==> src/rtl/soda_vend_ctrl.sv <==
// Soda vending controller: collects nickel/dime/quarter credit, vends at PRICE,
// and returns change greedily, one coin per cycle.
module soda_vend_ctrl #(
    parameter int WIDTH = 8,
    parameter int PRICE = 100
) (
    input  logic             clk,
    input  logic             rst,
    input  logic             coin_n,
    input  logic             coin_d,
    input  logic             coin_q,
    input  logic             cancel,
    input  logic             sold_out,
    output logic             dispense,
    output logic             ret_n,
    output logic             ret_d,
    output logic             ret_q,
    output logic             reject,
    output logic [WIDTH-1:0] credit,
    output logic             busy
);

    typedef enum logic [1:0] {IDLE, COLLECT, VEND, CHANGE} state_t;

    localparam logic [WIDTH-1:0] P   = WIDTH'(PRICE);
    localparam logic [WIDTH-1:0] C5  = WIDTH'(5);
    localparam logic [WIDTH-1:0] C10 = WIDTH'(10);
    localparam logic [WIDTH-1:0] C25 = WIDTH'(25);

    state_t           state, state_nx;
    logic [WIDTH-1:0] credit_r, credit_nx;
    logic             reject_r, reject_nx;
    logic [2:0]       coins;
    logic             one_coin, any_coin, accept;
    logic [WIDTH-1:0] coin_val, chg_val;

    assign coins    = {coin_q, coin_d, coin_n};
    assign any_coin = |coins;
    assign one_coin = (coins == 3'b001) || (coins == 3'b010) || (coins == 3'b100);

    always_comb begin
        coin_val = C5;
        if (coin_q)      coin_val = C25;
        else if (coin_d) coin_val = C10;
    end

    // Greedy change coin for the current CHANGE cycle; also drives the strobes.
    always_comb begin
        chg_val = C5;
        if (credit_r >= C25)      chg_val = C25;
        else if (credit_r >= C10) chg_val = C10;
    end

    always_comb begin
        state_nx  = state;
        credit_nx = credit_r;
        accept    = 1'b0;
        case (state)
            IDLE, COLLECT: begin
                if (state == COLLECT && (cancel || sold_out)) begin
                    state_nx = CHANGE;
                end else if (state == COLLECT && credit_r >= P) begin
                    state_nx = VEND;
                end else if (one_coin && !cancel && !sold_out && credit_r < P) begin
                    accept    = 1'b1;
                    credit_nx = credit_r + coin_val;
                    state_nx  = COLLECT;
                end
            end
            VEND: begin
                credit_nx = credit_r - P;
                state_nx  = (credit_nx != '0) ? CHANGE : IDLE;
            end
            CHANGE: begin
                credit_nx = credit_r - chg_val;
                if (credit_nx == '0) state_nx = IDLE;
            end
            default: state_nx = IDLE;
        endcase
        reject_nx = any_coin && !accept;
    end

    always_ff @(posedge clk or posedge rst) begin
        if (rst) begin
            state    <= IDLE;
            credit_r <= '0;
            reject_r <= 1'b0;
        end else begin
            state    <= state_nx;
            credit_r <= credit_nx;
            reject_r <= reject_nx;
        end
    end

    // All outputs come from state/credit/reject registers only.
    assign dispense = (state == VEND);
    assign ret_q    = (state == CHANGE) && (chg_val == C25);
    assign ret_d    = (state == CHANGE) && (chg_val == C10);
    assign ret_n    = (state == CHANGE) && (chg_val == C5);
    assign reject   = reject_r;
    assign credit   = credit_r;
    assign busy     = (state == VEND) || (state == CHANGE);

endmodule

==> config.mk <==
export PLATFORM = sky130hd
export DESIGN_NAME = soda_vend_ctrl
export DESIGN_NICKNAME = d
export VERILOG_FILES = /design/src/rtl/soda_vend_ctrl.sv
export SDC_FILE = /design/constraint.sdc
export NUM_CORES = 1
export LEC_CHECK = 0
export ABC_CLOCK_PERIOD_IN_PS = 7250
export BUFFER_PORTS_ARGS = -buffer_cell sky130_fd_sc_hd__buf_2
export CAP_MARGIN = 40
export CORE_ASPECT_RATIO = 1.4
export CORE_MARGIN = 1.5
export CORE_UTILIZATION = 60
export CTS_CLUSTER_DIAMETER = 50
export CTS_CLUSTER_SIZE = 16
export DETAILED_ROUTE_END_ITERATION = 12
export PLACE_DENSITY = 0.9
export SETUP_SLACK_MARGIN = 0.5
export SYNTH_ARGS = -nofsm -noshare
export SYNTH_HDL_FRONTEND = slang
export SYNTH_SLANG_ARGS = --single-unit
==> constraint.sdc <==
create_clock -name clk -period 7.25 [get_ports clk]
set_input_delay 0.3625 -clock clk [delete_from_list [all_inputs] [get_ports clk]]
set_output_delay 0.3625 -clock clk [all_outputs]
set_load 0.05 [all_outputs]
==> results.ini, run 1 <==
[clock_network]
clk_latency_ps = 270
cts_resized = 0
cts.sinks = 11
ctsHoldBuffers = 0
cts_setup_buffers = 0
cts_buffer_depth = 2
tritoncts = yes
root_buffer = clkbuf_4
cts_buffers = 3
cts.clk_slew.worst_paths_ps = 70
h-tree-depth = 1

[placement]
port_buffers = 20
place_congestion = 0.899
dp_hpwl_um = 3020

[yosys]
synth_most_common_cell = nor2_1
synth_cell_types = 52
postSynthAreaPerCell_um2 = 7.99
synth_nets = 200
yosys_warnings = 0
synth_edf_count = 0
synth.area.top_cells = dfrtp_1 19%, ha_1 12%, o21ai_0 5.7%
synth_commonest_cells = 18 x nor2_1, 16 x o21ai_0, 14 x ha_1
syn-instance-count = 177
syn-cell-area_mm2 = 0.00142
ys_seq_elements = 11
netlist.area_leader.share_pct = 19.5
yosysSeqAreaShare_pct = 19.5
synthArstFlopShare_pct = 100
yosysTopAreaCell = dfrtp_1
synthFlopType = dfrtp_1

[sta]
rsz0062_at_grt = no
drv_slew = 0
finalHoldViolations = 0
setup_viol = 0
finalCriticalPeriod_ps = 4000
max_slew_margin_pct = 45.4
fmax_mhz = 250
tightest_slew_ps = 798
period_share_pct = 55.2
skew_ps = 5.49
hold_ws_ps = 87.4
tns_ps = 0

[setup_path]
crit_required_ps = 7370
worstPathMaxFanout = 12
cp-end-kind = flop
crit_type = reg -> reg
worst_setup_path_start_kind = flop
crit_arrival_ps = 4130

[detailed_routing]
wire_per_inst_um = 17.8
first_pass_iters = 4
routed_wl_um = 3820
post-route-drc-count = 0
ant_nets = 0
vias_per_cell = 6.73
drt_iter0_markers = 55
via_count = 1446

[floorplan]
rows = 20
die_area_mm2 = 0.00266
core_area_mm2 = 0.00220
die_h_um = 60.5
die_x_um = 44.0
ioPinCount = 21
initial_core_util_pct = 64.3

[layout]
area_growth_pct = 8.13
antenna_cells = 0
fillers = 188
drive_gt1_share_pct = 15.0
final_nets = 217

[global_routing]
grt_pass1_wl_um = 6400
grt_max_degree = 15
gr-usage-all-layers_pct = 32.0
grt_pass1_vias = 1411
antenna_found_initial = 0
overflow = 0

[hold_path]
hp-class = in -> async

[run_status]
status = finished clean

[run]
maxCapViolCount = 0

==> cell families after synthesis <==
group	synth area share [%]
compound gates	25.7
xor+xnor	4.95
fa+ha+maj	15.2
buf+inv	6.45
flops	19.5
mux	4.24
simple gates	24.0
==> area by class of cell <==
| cell class | count | area, µm² | area share [%] |
|---|---|---|---|
| multi-input combinational | 144 | 1050 | 68.5 |
| sequential | 11 | 275 | 18.0 |
| timing repair buffer | 20 | 100 | 6.54 |
| inverter | 14 | 52.6 | 3.43 |
| tap | 22 | 27.5 | 1.80 |
| clock buffer | 4 | 26.3 | 1.72 |
==> cell usage in the layout (no fill, tap or decap), types with 3 or more instances in the layout <==
cell and count:
o31a_1 3, a211oi_1 4, mux2i_1 6, o211ai_1 3, buf_2 20, ha_1 14, a21oi_1 5, nand3_1 5
o21ai_0 16, nand2_1 6, o41ai_1 3, or3_1 4, nand2b_1 4, clkbuf_4 3, nor2_1 18, nor3_1 3
or2_2 3, xnor2_1 7, dfrtp_1 11, inv_1 13
==> metal layers <==
layer	track usage [%]	vias to the layer above	wire length, µm
li1	-	693	-
met1	40.9	682	1540
met2	52.7	54	1930
met3	1.19	17	183
met4	19.9	0	165
met5	0	-	0
==> stage by stage <==
step,worst slack (ps),instance area [µm²],instances,util [%]
global route,2790,1530,215,69.5
floorplan,3470,1420,177,-
finish,3250,1530,215,69.5
global placement,3560,1500,211,68.3
detailed placement,3300,1500,211,68.3
CTS,3280,1530,215,69.5
==> path summary, 6_finish.rpt <==
| check | start | endpoint | slack [ps] | cells past startpoint |
|---|---|---|---|---|
| hold reg to reg | state[1] | credit[0] | 750 | 1 |
| min in group clk | coin_n | reject | 370 | 3 |
| setup / recovery | credit[2] | state[0] | 3250 | 12 |
| setup reg to reg | credit[2] | state[0] | 3250 | 12 |
| hold / removal | rst | credit[1] | 90 | 2 |
| max in group asynchronous | rst | state[1] | 6840 | 2 |
==> worst max-delay path: stages (launching register included) <==
cell       delay [ps]
dfrtp_1           580
inv_1             120
ha_1              240
o21ai_0            80
nand2b_1           70
a2111oi_0         720
nand2_1           290
fa_1              520
a211oi_1          280
o21ai_0           160
xnor2_1           160
o41ai_1           490
nand4_1           150
==> registers in the layout (all words and copies together) (netlist names) <==
| signal | cells |
|---|---|
| state | 2 |
| credit | 8 |
| reject | 1 |
Power of run 1 is not shown: default switching activity piles up to over one toggle a cycle in this logic, so the estimate is an artifact.
==> inputs of run 2 (changes only) <==
Settings changed: ABC_CLOCK_PERIOD_IN_PS 7250 to 3400, CORE_UTILIZATION 60 to 52, PLACE_DENSITY 0.9 to 0.84.
Clock period 7.25 ns to 3.4 ns, I/O delays scaled along.
==> results.ini, run 2 (synthesis results as in run 1) <==
[clock_network]
cts_buffers = 3  ; unchanged
tritoncts = yes  ; unchanged
h-tree-depth = 1  ; unchanged
cts_buffer_depth = 2  ; unchanged
root_buffer = clkbuf_4  ; unchanged
cts.clk_slew.worst_paths_ps = 80  ; was 70 ps
clk_latency_ps = 270  ; about the same
cts.sinks = 11  ; unchanged

[placement]
dp.cells = 229  ; was 211
place_congestion = 0.931  ; was 0.899
port_buffers = 20  ; unchanged
place_ws_ps = 351  ; was 3300 ps
dp_hpwl_um = 3200  ; was 3020 µm

[layout]
final_nets = 232  ; was 217
area_growth_pct = 29.8  ; was 8.13%
largest_reg_flops = 8  ; unchanged
antenna_cells = 0  ; unchanged
final_cell_mix = 20 x buf_2, 17 x nor2_1, 13 x o21ai_0, 13 x buf_4, 10 x inv_1  ; was 20 x buf_2, 18 x nor2_1, 16 x o21ai_0
layout.cells.non_filler = 244  ; was 215
multi_input_area_mm2 = 0.00120  ; was 0.00105 mm²
drive_gt1_share_pct = 32.7  ; was 15.0%
final_common_cell = buf_2  ; unchanged
fillers = 204  ; was 188
seq_area_um2 = 282  ; was 275 µm²

[sta]
skew_ps = 1.27  ; was 5.49 ps
max_slew_margin_pct = 52.9  ; was 45.4%
worst_slack_ps = 518  ; was 3250 ps
setup_viol = 0  ; unchanged
hold_ws_ps = 159  ; was 87.4 ps
rsz0062_at_grt = yes  ; was no
tightest_slew_ps = 697  ; was 798 ps
finalCriticalPeriod_ps = 2880  ; was 4000 ps
tns_ps = 0  ; unchanged
drv_slew = 0  ; unchanged
finalHoldViolations = 0  ; unchanged
fmax_mhz = 347  ; was 250 MHz
period_share_pct = 84.8  ; was 55.2%

[detailed_routing]
met2WireLength_um = 2210  ; was 1930 µm
top_layer_used = met4  ; unchanged
drt-met1-wl_um = 1700  ; was 1540 µm
drt_iter0_markers = 100  ; was 55
wire_per_inst_um = 17.9  ; was 17.8 µm
routed_wl_um = 4360  ; was 3820 µm
dr_wl_met3_um = 233  ; was 183 µm
post-route-drc-count = 0  ; unchanged
first_pass_iters = 4  ; unchanged
via_count = 1544  ; was 1,446
ant_nets = 0  ; unchanged
vias_per_cell = 6.33  ; was 6.73

[setup_path]
crit_arrival_ps = 3020  ; was 4130 ps
critPathSlowestCell = dfrtp_4  ; was a2111oi_0
worst_setup_path_start_kind = flop  ; unchanged
cp_cell_sequence = ha_4 -> a211o_1 -> or4_4 -> ha_4 -> or2_4 -> o221a_4 -> o31a_1 -> o41ai_2 -> nand4_1  ; was inv_1 -> ha_1 -> o21ai_0 -> nand2b_1 -> a2111oi_0 -> nand2_1 -> fa_1 -> a211oi_1 -> o21ai_0 -> xnor2_1 -> o41ai_1 -> nand4_1
critPathTopFamily = compound AO/OA/AOI/OAI gates  ; unchanged
cp_num_buf_inv = 0  ; was 1
crit_required_ps = 3540  ; was 7370 ps
worstPathMaxFanout = 4  ; was 12
crit_type = reg -> reg  ; unchanged
cpPeakStageDelay_ps = 510  ; was 720 ps
cp-end-kind = flop  ; unchanged
cpMostUsedCell = ha_4  ; was o21ai_0

[global_routing]
grt_max_degree = 15  ; unchanged
grt_pass1_wl_um = 6850  ; was 6400 µm
grt_pass1_vias = 1542  ; was 1,411
gr-usage-all-layers_pct = 30.7  ; was 32.0%
overflow = 0  ; unchanged
antenna_found_initial = 0  ; unchanged

[floorplan]
die_h_um = 64.7  ; was 60.5 µm
die_x_um = 47.1  ; was 44.0 µm
core_area_mm2 = 0.00262  ; was 0.00220 mm²
initial_core_util_pct = 54.1  ; was 64.3%
die_area_mm2 = 0.00305  ; was 0.00266 mm²
ioPinCount = 21  ; unchanged
rows = 22  ; was 20

[run]
maxCapViolCount = 0  ; unchanged

[run_status]
status = finished clean  ; unchanged

[hold_path]
hp-class = in -> reg  ; was in -> async

-- run 2: metal layers --
layer  vias to the layer above  track usage [%]
li1                        724                -
met1                       709             36.1
met2                        93             50.2
met3                        18             3.62
met4                         0             19.1
met5                         -                0
-- run 2: final timing paths --
kind	startpoint	to	slack, ps	cells after the start
min reg2reg	state[1]	credit[0]	750	1
max reg2reg	credit[2]	state[0]	520	9
max	credit[2]	state[0]	520	9
max in group asynchronous	rst	credit[2]	2610	3
min	coin_n	reject	160	3
min in group asynchronous	rst	reject	440	3
-- run 2: what timing repair did --
| item | 4_1_cts | 5_1_grt |
|---|---|---|
| pin swaps | 3 | 6 |
| setup buffers | 6 | 4 |
| endpoints found under the hold margin | 11 | 0 |
| setup endpoints to repair | 3 | 3 |
| resized for setup | 5 | 7 |
| hold buffers | 1 | 0 |
-- run 2: layout make-up --
type	count	area share, %
Multi-Input combinational cell	144	65.4
Tap cell	36	2.45
Clock buffer	4	1.43
Sequential cell	11	15.3
Timing Repair Buffer	35	12.4
Inverter	14	3.00
-- run 2: stage by stage --
stage	utilization, %	area [µm²]
2_1_floorplan	-	1530
3_3_place_gp	63.5	1660
3_5_place_dp	63.5	1660
4_1_cts	67.5	1770
5_1_grt	70.2	1840
6_report	70.2	1840
-- run 2: worst min-delay path: stages --
cell	delay [ps]
buf_2	100
nor2_1	40
nor2_1	80
Power of run 2 is left out for the same reason.
